--- config.mk ---
export PLATFORM = sky130hd
export DESIGN_NAME = data_bridge_fifo_flat
export DESIGN_NICKNAME = d
export VERILOG_FILES = /design/src/rtl/data_bridge_fifo_if.sv /design/src/rtl/data_bridge_fifo.sv /design/src/flat_wrapper.sv
export SDC_FILE = /design/constraint.sdc
export NUM_CORES = 1
export LEC_CHECK = 0
export CORE_AREA = 2 2 79 81
export DETAILED_ROUTE_END_ITERATION = 8
export DIE_AREA = 0 0 81 83
export GPL_ROUTABILITY_DRIVEN = 0
export GPL_TIMING_DRIVEN = 0
export PLACE_DENSITY_LB_ADDON = 0.25
export SETUP_SLACK_MARGIN = 0.5
export SLEW_MARGIN = 10
export SYNTH_ARGS = -nofsm -noshare
export SYNTH_HDL_FRONTEND = slang
export SYNTH_SLANG_ARGS = --single-unit
--- constraint.sdc ---
create_clock -name CLK2 -period 2.3 [get_ports CLK2]
set_input_delay 0.46 -clock CLK2 [delete_from_list [all_inputs] [get_ports CLK2]]
set_output_delay 0.46 -clock CLK2 [all_outputs]
set_load 0.05 [all_outputs]
--- src/rtl/data_bridge_fifo_if.sv ---
// -----------------------------------------------------------------------------
// data_bridge_fifo_if
//
// Purpose: bundles the DV/DL side signals of data_bridge_fifo so the bridge and
// its producer/consumer can be wired with a single port.
//
// Parameters:
//   WIDTH  bus width in bits (1..32)
//   DEPTH  FIFO entries (power of two, >= 2); sets the Count width
//
// Signals (direction seen from the bridge, i.e. the slave modport):
//   DataOut  in   push strobe, queues DV
//   DV       in   ALU Operand2 data to send
//   Take     in   DL consumer accepts the head entry
//   DL_out   out  DL drive value, all-ones when nothing is valid
//   DLValid  out  head entry valid on DL_out
//   Full     out  Count == DEPTH
//   Count    out  occupancy
//   Ovf      out  sticky overflow flag
//   ClrOvf   in   synchronous clear of Ovf
//   DataIn   in   capture strobe, DL -> DV direction
//   DL_in    in   sampled DL bus
//   DVCap    out  captured DL value
// -----------------------------------------------------------------------------
interface data_bridge_fifo_if #(
    parameter int WIDTH = 8,
    parameter int DEPTH = 4
);
    localparam int CW = $clog2(DEPTH) + 1;

    logic             DataOut;
    logic [WIDTH-1:0] DV;
    logic             Take;
    logic [WIDTH-1:0] DL_out;
    logic             DLValid;
    logic             Full;
    logic [CW-1:0]    Count;
    logic             Ovf;
    logic             ClrOvf;
    logic             DataIn;
    logic [WIDTH-1:0] DL_in;
    logic [WIDTH-1:0] DVCap;

    // Producer/consumer side.
    modport master (
        output DataOut, DV, Take, ClrOvf, DataIn, DL_in,
        input  DL_out, DLValid, Full, Count, Ovf, DVCap
    );

    // Bridge side.
    modport slave (
        input  DataOut, DV, Take, ClrOvf, DataIn, DL_in,
        output DL_out, DLValid, Full, Count, Ovf, DVCap
    );
endinterface

--- src/rtl/data_bridge_fifo.sv ---
// -----------------------------------------------------------------------------
// data_bridge_fifo
//
// Purpose: buffered bidirectional bridge between the ALU operand bus (DV) and
// the precharged internal databus (DL). Outgoing DV values are queued in a
// small circular FIFO and presented on DL_out with precharge semantics
// (all-ones when idle, head entry when valid). A capture register latches
// DL_in back toward the DV side.
//
// Parameters:
//   WIDTH  bus width in bits (1..32)
//   DEPTH  FIFO entries; must be a power of two and at least 2
//
// Ports:
//   CLK2    in  sole clock, rising edge
//   nRESET  in  asynchronous active-low reset
//   bus     data_bridge_fifo_if.slave (DataOut, DV, Take, DL_out, DLValid,
//           Full, Count, Ovf, ClrOvf, DataIn, DL_in, DVCap)
//
// Build option:
//   DATABRIDGE_BYPASS_EN  when defined, an empty queue forwards DV straight to
//                         DL_out while DataOut is high (legacy bridge timing);
//                         with Take also high the word is consumed directly
//                         and never queued. Undefined: DL_out is always
//                         driven from registered state, 1-cycle latency.
// -----------------------------------------------------------------------------
module data_bridge_fifo #(
    parameter int WIDTH = 8,
    parameter int DEPTH = 4
) (
    input logic                CLK2,
    input logic                nRESET,
    data_bridge_fifo_if.slave  bus
);
    localparam int PW = $clog2(DEPTH);
    localparam int CW = PW + 1;
    localparam logic [CW-1:0] DEPTH_C = CW'(DEPTH);

    // Storage is deliberately not reset: an entry is only ever visible after
    // it has been written, so its power-up contents never reach DL_out.
    logic [WIDTH-1:0] mem [DEPTH];

    logic [PW-1:0]    wr_ptr;
    logic [PW-1:0]    rd_ptr;
    logic [CW-1:0]    count;
    logic             ovf;
    logic [WIDTH-1:0] dv_cap;

    logic empty;
    logic full;
    logic byp_hit;
    logic byp_take;
    logic push;
    logic pop;
    logic drop;

    // -------------------------------------------------------------------------
    // Handshake decode
    // -------------------------------------------------------------------------
    always_comb begin
        empty = (count == '0);
        // Full comes from the registered count, so a push in the same cycle
        // as a pop from a full queue is still dropped.
        full  = (count == DEPTH_C);
`ifdef DATABRIDGE_BYPASS_EN
        byp_hit = empty && bus.DataOut;
`else
        byp_hit = 1'b0;
`endif
        // A bypassed word taken in the same cycle never enters the queue.
        byp_take = byp_hit && bus.Take;
        push     = bus.DataOut && !full && !byp_take;
        drop     = bus.DataOut && full;
        // Only real queue entries are popped; Take on an empty queue is a no-op.
        pop      = bus.Take && !empty;
    end

    // -------------------------------------------------------------------------
    // FIFO storage
    // -------------------------------------------------------------------------
    always_ff @(posedge CLK2) begin
        if (push) begin
            mem[wr_ptr] <= bus.DV;
        end
    end

    // -------------------------------------------------------------------------
    // Pointers and occupancy (pointers wrap naturally, DEPTH is a power of 2)
    // -------------------------------------------------------------------------
    always_ff @(posedge CLK2 or negedge nRESET) begin
        if (!nRESET) begin
            wr_ptr <= '0;
            rd_ptr <= '0;
            count  <= '0;
        end else begin
            if (push) begin
                wr_ptr <= wr_ptr + PW'(1);
            end
            if (pop) begin
                rd_ptr <= rd_ptr + PW'(1);
            end
            case ({push, pop})
                2'b10:   count <= count + CW'(1);
                2'b01:   count <= count - CW'(1);
                default: count <= count;
            endcase
        end
    end

    // -------------------------------------------------------------------------
    // Sticky overflow: a dropped push wins over a simultaneous clear
    // -------------------------------------------------------------------------
    always_ff @(posedge CLK2 or negedge nRESET) begin
        if (!nRESET) begin
            ovf <= 1'b0;
        end else if (drop) begin
            ovf <= 1'b1;
        end else if (bus.ClrOvf) begin
            ovf <= 1'b0;
        end
    end

    // -------------------------------------------------------------------------
    // DL -> DV capture, independent of the FIFO
    // -------------------------------------------------------------------------
    always_ff @(posedge CLK2 or negedge nRESET) begin
        if (!nRESET) begin
            dv_cap <= '1;
        end else if (bus.DataIn) begin
            dv_cap <= bus.DL_in;
        end
    end

    // -------------------------------------------------------------------------
    // Outputs; DL_out idles at all-ones to match the precharged bus level
    // -------------------------------------------------------------------------
    always_comb begin
        if (!empty) begin
            bus.DL_out = mem[rd_ptr];
        end else if (byp_hit) begin
            bus.DL_out = bus.DV;
        end else begin
            bus.DL_out = '1;
        end
        bus.DLValid = !empty || byp_hit;
        bus.Full    = full;
        bus.Count   = count;
        bus.Ovf     = ovf;
        bus.DVCap   = dv_cap;
    end

endmodule

--- src/flat_wrapper.sv ---
// flat-port wrapper written by rule: the top's interface ports become plain ports
module data_bridge_fifo_flat 
#(
    parameter int WIDTH = 8,
    parameter int DEPTH = 4
)
  (CLK2, nRESET, bus_DataOut, bus_DV, bus_Take, bus_ClrOvf, bus_DataIn, bus_DL_in, bus_DL_out, bus_DLValid, bus_Full, bus_Count, bus_Ovf, bus_DVCap);
  data_bridge_fifo_if #(.WIDTH(WIDTH), .DEPTH(DEPTH)) bus_i ();
  input logic CLK2;
  input logic nRESET;
  input wire logic [$bits(bus_i.DataOut)-1:0] bus_DataOut;
  input wire logic [$bits(bus_i.DV)-1:0] bus_DV;
  input wire logic [$bits(bus_i.Take)-1:0] bus_Take;
  input wire logic [$bits(bus_i.ClrOvf)-1:0] bus_ClrOvf;
  input wire logic [$bits(bus_i.DataIn)-1:0] bus_DataIn;
  input wire logic [$bits(bus_i.DL_in)-1:0] bus_DL_in;
  output wire logic [$bits(bus_i.DL_out)-1:0] bus_DL_out;
  output wire logic [$bits(bus_i.DLValid)-1:0] bus_DLValid;
  output wire logic [$bits(bus_i.Full)-1:0] bus_Full;
  output wire logic [$bits(bus_i.Count)-1:0] bus_Count;
  output wire logic [$bits(bus_i.Ovf)-1:0] bus_Ovf;
  output wire logic [$bits(bus_i.DVCap)-1:0] bus_DVCap;
  assign bus_i.DataOut = bus_DataOut;
  assign bus_i.DV = bus_DV;
  assign bus_i.Take = bus_Take;
  assign bus_i.ClrOvf = bus_ClrOvf;
  assign bus_i.DataIn = bus_DataIn;
  assign bus_i.DL_in = bus_DL_in;
  assign bus_DL_out = bus_i.DL_out;
  assign bus_DLValid = bus_i.DLValid;
  assign bus_Full = bus_i.Full;
  assign bus_Count = bus_i.Count;
  assign bus_Ovf = bus_i.Ovf;
  assign bus_DVCap = bus_i.DVCap;
  data_bridge_fifo #(.WIDTH(WIDTH), .DEPTH(DEPTH)) u_core (.CLK2(CLK2), .nRESET(nRESET), .bus(bus_i));
endmodule
# Word-level counts from Yosys, hierarchy flattened
# Memories as Yosys holds them, arrays and structs flattened.
# Cells that the tools add are included.
word_totals:
  regBits: 16
  ramBits: 32
  out_inout_bits: 22
  wordCells: 27
  n_memories: 1
mem_list:
  columns: ["name", "words", "word_bits", "rd", "rd_clocked_by_memory_dff", "write_ports", "line_no", "rtl"]
  rows:
  - ["u_core.mem", 4, 8, 1, 0, 1, "data_bridge_fifo.sv:41", "logic [WIDTH-1:0] mem [DEPTH];"]
op_classes:
  n_addsub: 4
  n_eq_ne: 3
  muxes: 6
  reduce_logical: 8
op_table:
  columns: ["cell", "n"]
  rows:
  - ["$mux 8", 1]
  - ["$pmux 3 s2", 1]
  - ["$add 2x1->2 const B", 2]
  - ["$mux 1", 4]
  - ["$reduce_bool 2->1", 2]
  - ["$add 3x1->3 const B", 1]
  - ["$eq 3x3->1 const B", 1]
  - ["$logic_and 1x1->1", 3]
  - ["$logic_not 3->1", 1]
  - ["$sub 3x1->3 const B", 1]
  - ["$eq 2x1->1 const B", 1]
  - ["$eq 2x2->1 const B", 1]
  - ["$logic_not 1->1", 2]

# Logic depth before layout (Yosys ltp)
logic_depth:
  ltp_word: 5
  depth_mapped: 9
  ltp_nobuf: 9

# Worst setup path before layout
# OpenSTA, ideal clock, no wires.
synth_timing:
  path_kind: "register to register"
  startpoint: "register u_core.count[2] (netlist: u_core.bus.Count[2])"
  endpoint: "register u_core.count[2] (netlist: u_core.bus.Count[2])"
  setup_ns: 0.148
  t_arrival_ns: 2.455
  required_ns: 2.152
  slack_ns: -0.303
  stages_incl_launch_ff: 10
  path_buffers: 0
  synth_period_minus_slack_ns: 2.603
  cell_sequence: "dfrtp_1 -> nor3b_4 -> nor2b_4 -> inv_1 -> ha_1 -> inv_1 -> fa_1 -> xor2_1 -> nor2_1 -> xor2_1"
synth_via:
  elab_chain_cells: 5
  elab_cells_between_ends: 12
synth_lines:
  columns: ["element", "line_no", "rtl"]
  rows:
  - ["start: declaration", "data_bridge_fifo.sv:45", "logic [CW-1:0] count;"]
  - ["start signal: assignment", "data_bridge_fifo.sv:103", "2'b10: count <= count + CW'(1);"]
  - ["start signal: assignment", "data_bridge_fifo.sv:104", "2'b01: count <= count - CW'(1);"]
  - ["start signal: assignment", "data_bridge_fifo.sv:105", "default: count <= count;"]
  - ["$eq 3x3->1 *", "data_bridge_fifo.sv:64", "full = (count == DEPTH_C);"]
  - ["net bus_Full", "flat_wrapper.sv:19", "output wire logic [$bits(bus_i.Full)-1:0] bus_Full;"]
  - ["$logic_not 1->1 *", "data_bridge_fifo.sv:72", "push = bus.DataOut && !full && !byp_take;"]
  - ["$logic_and 1x1->1 *", "data_bridge_fifo.sv:72", null]
  - ["$eq 2x1->1 or $eq 2x2->1 (tied branches)", "data_bridge_fifo.sv:102", "case ({push, pop})"]
  - ["$pmux 3 s2 or $reduce_bool 2->1 (tied branches)", null, null]
# Mark *: on every way through the listed nets, which the timed path passes. The rest lies on a longest branch.
# A chain may end at the register's enable or synchronous reset.

# Final worst setup path
layout_timing:
  startpoint: "register u_core.rd_ptr[0]"
  endpoint: "output bus_DL_out[4]"
layout_via:
  elab_chain_cells: 2
layout_lines:
  columns: ["element", "line_no", "rtl"]
  rows:
  - ["start: declaration", "data_bridge_fifo.sv:44", "logic [PW-1:0] rd_ptr;"]
  - ["start signal: assignment", "data_bridge_fifo.sv:100", "rd_ptr <= rd_ptr + PW'(1);"]
  - ["$mem_v2 4x8", null, null]
  - ["$mux 8", "data_bridge_fifo.sv:138", "if (!empty) begin"]
  - ["end: declaration", "flat_wrapper.sv:17", "output wire logic [$bits(bus_i.DL_out)-1:0] bus_DL_out;"]
# No other way between the ends.

==> results.md <==
* Die area at 6720 sq um
* Status: finished, final reports clean
* Nets at 196
* Leakage at 1.03 nW
* Post-route setup TNS at 0 ns
* Port Buffers at 42
* RSZ-0062 raised after global routing: yes
* Tot GR Track Use at 11.2%
* Power Total at 0.00371 W
* Placed cell area at 2560 sq um
* R2R Path Start: u_core.bus.Count[1]
* CTS max path bufs at 2
* CP peak stage delay at 0.50 ns
* Post-synthesis sequential area ratio at 68.6%
* CTS clk-pin slew, worst paths at 0.08 ns
* R2R setup slack at 0.38 ns
* Vias per std cell at 4.44
* Root buffer cell: clkbuf_8
* CTS tree: done
* Core Rows at 28
* Peak VDD IR at 577 uV
* # clock sinks at 48
* Vias in the first global route at 1173
* Final instance area at 2710 sq um
* Final setup viols at 0
* Min Tclk post-route at 2.20 ns
* Largest net degree at the start of global routing at 17
* Critical Path Fanout Max at 9
* Fillers at 513
* Initial antenna violation count at 0
* # diodes at 0
* Post-DRT Antenna Nets at 0
* Syn_nets at 137
* Die W at 81 um
* First-pass GRT wire length at 5.60 mm
* RR Endpoint: u_core.bus.Count[2]
* Max Clock Skew at 0.00455 ns
* Total of max-cap violations at 0
* Share of layout cells above drive strength 1 at 50.9%
* Min-delay worst type: flop to flop
* Fmax at 455 MHz
* Initial core utilization at 34.4%
* Htree depth at 2
* Die Ht at 83 um
* CTS Buf Count at 5
* Slowest CP cell: mux4_2
* Area delta synth->final at 35.5%
* Slew @ Worst Pin at 0.719 ns
* Wirelength, routed at 3.54 mm
* Crit path DAT at 1.74 ns
* Slew Limit Fails at 0
* Fin util at 46.6%
* Netlist cell types at 25
* Post-Syn Area at 2000 sq um
* Synth warn at 0
* Crit share post-route at 95.6%
* Critical Path Source Type: flop
* DR iter-0 viols at 44
* Mapped Cells at 109
* Fin. Hold Viols at 0
* Core footprint at 5820 sq um
* Worst-Skew Late Latency at 0.29 ns
* DRC violations left at 0
* Overflow after GRT at 0
* Critical Path Source: u_core.rd_ptr[0]
* WL/cell at 14.5 um
* Drt pass-1 iters at 4
* Critical path class: flop to output pin
* Mean Syn Cell Area at 18.3 sq um
* #FFs+latches synth at 48
* R2R cell count at 9
* DPL Wire Length at 2.40 mm
* Pwr dens at 1370 nW/um^2
* # IOs at 44
* CP Capture Point: bus_DL_out[4]
* Via count at 1083
* Max-slew headroom at 51.9%
* CP Data Required Time at 1.84 ns
* CP endpoint kind: output pin
* Worst path cell trace: buf_8 -> mux4_2 -> or2_4 -> buf_4
[power by group]
part / leakage (nW) / switching (W) / internal (W)
Sequential: 0.469 / 0.000105 / 0.00115
Combinational: 0.526 / 0.00112 / 0.000855
Clock: 0.0378 / 0.000271 / 0.000210
[cell usage after synthesis]
cell type,instances,area share (%)
inv_2,1,0.19
dfstp_2,8,11
nand2_1,1,0.19
or2_1,8,2.5
and2_1,5,1.6
ha_1,5,3.1
mux2i_1,1,0.50
fa_1,1,1.0
mux2_2,8,4.5
xnor2_1,3,1.3
edfxtp_1,32,48
mux4_2,8,9.0
buf_6,1,0.56
clkbuf_1,1,0.19
o21ai_0,1,0.25
nor3_4,1,0.81
clkbuf_2,1,0.25
mux2_4,1,0.75
nor2_1,1,0.19
nor2b_4,1,0.69
nor3b_4,1,0.94
xor2_1,3,1.3
dfrtp_1,8,10
nand3_1,1,0.25
inv_1,7,1.3
[logic make-up (layout without fill, tap and decap cells)]
| family | Yosys count | in the layout | share of synthesized area, % |
|---|---|---|---|
| AOI/OAI and AO/OA | 1 | 1 | 0.250 |
| adders and majority gates | 6 | 6 | 4.13 |
| and+or+nand+nor | 19 | 19 | 7.13 |
| buffers and inverters | 11 | 71 | 2.50 |
| DFF | 48 | 48 | 68.6 |
| muxes | 18 | 18 | 14.8 |
| xor gates and xnor gates | 6 | 6 | 2.63 |
[layout make-up]
cell class                 instances  area [sq um]  share of cell area, %
sequential                        48          1380                   50.7
inverter                           8          32.5                   1.20
tap                               75          93.8                   3.46
timing repair buffer              52           477                   17.6
multi-input combinational         50           621                   22.9
clock buffer                       5          68.8                   2.54
buffer                             3          23.8                  0.877
clock inverter                     3          18.8                  0.693
[per-stage QoR]
| stage | instances | hold WS, ns | setup slack, ns |
|---|---|---|---|
| after floorplan | 109 | 0.164 | -0.0537 |
| after global placement | 226 | 0.515 | -0.119 |
| after detailed placement | 226 | 0.515 | -0.134 |
| after CTS | 240 | 0.555 | 0.0718 |
| after global routing | 244 | 0.565 | 0.0411 |
| final | 244 | 0.543 | 0.102 |
[worst min path at each step]
stage / from / endpoint / depth (start not counted)
2_1_floorplan: nRESET / u_core.bus.Count[0] / 0
3_3_place_gp: u_core.bus.Ovf / u_core.bus.Ovf / 2
3_5_place_dp: u_core.bus.Count[2] / u_core.bus.Count[2] / 1
4_1_cts: u_core.bus.Ovf / u_core.bus.Ovf / 2
5_1_grt: u_core.bus.Ovf / u_core.bus.Ovf / 2
6_report: u_core.bus.Ovf / u_core.bus.Ovf / 2
[critical path, delay by kind of cell (launching register included)]
kind | cells | cell delay (ns)
and+or+nand+nor | 1 | 0.24
muxes | 1 | 0.50
DFF | 1 | 0.36
buffers and inverters | 2 | 0.35
[routing by layer]
metal | vias up | global-route usage (%) | wire length, um
li1 | 507 | - | -
met1 | 541 | 13.3 | 1450
met2 | 30 | 19.5 | 1900
met3 | 5 | 2.28 | 146
met4 | 0 | 4.62 | 46
met5 | - | 0 | 0
[layout by cell type (no fill, tap or decap), types with 2 or more instances in the layout]
master	synthesis	final
dlygate4sd2_1	0	4
xnor2_1	3	3
mux2_2	8	8
clkbuf_2	1	5
inv_1	7	5
xor2_1	3	3
clkbuf_8	0	5
inv_2	1	2
dfstp_2	8	8
and2_2	0	4
buf_6	1	3
mux4_2	8	8
clkdlybuf4s15_2	0	4
buf_8	0	3
edfxtp_1	32	32
clkdlybuf4s50_1	0	20
dfrtp_2	0	3
or2_4	0	8
clkinvlp_4	0	2
buf_4	0	15
ha_1	5	4
dfrtp_1	8	5
[state kept, by name, summed over array words and instances (netlist names)]
signal,flops
u_core.rd_ptr,2
u_core.mem,32
u_core.wr_ptr,2
u_core.bus.Ovf,1
u_core.bus.DVCap,8
u_core.bus.Count,3
[timing repair]
item / 4_1_cts / 5_1_grt
hold buffers: 0 / 0
resized for setup: 87 / 11
setup buffers: 6 / 4
endpoints found under the setup margin: 24 / 16
pin swaps: 2 / 1
(Power assumes the default switching activity.)
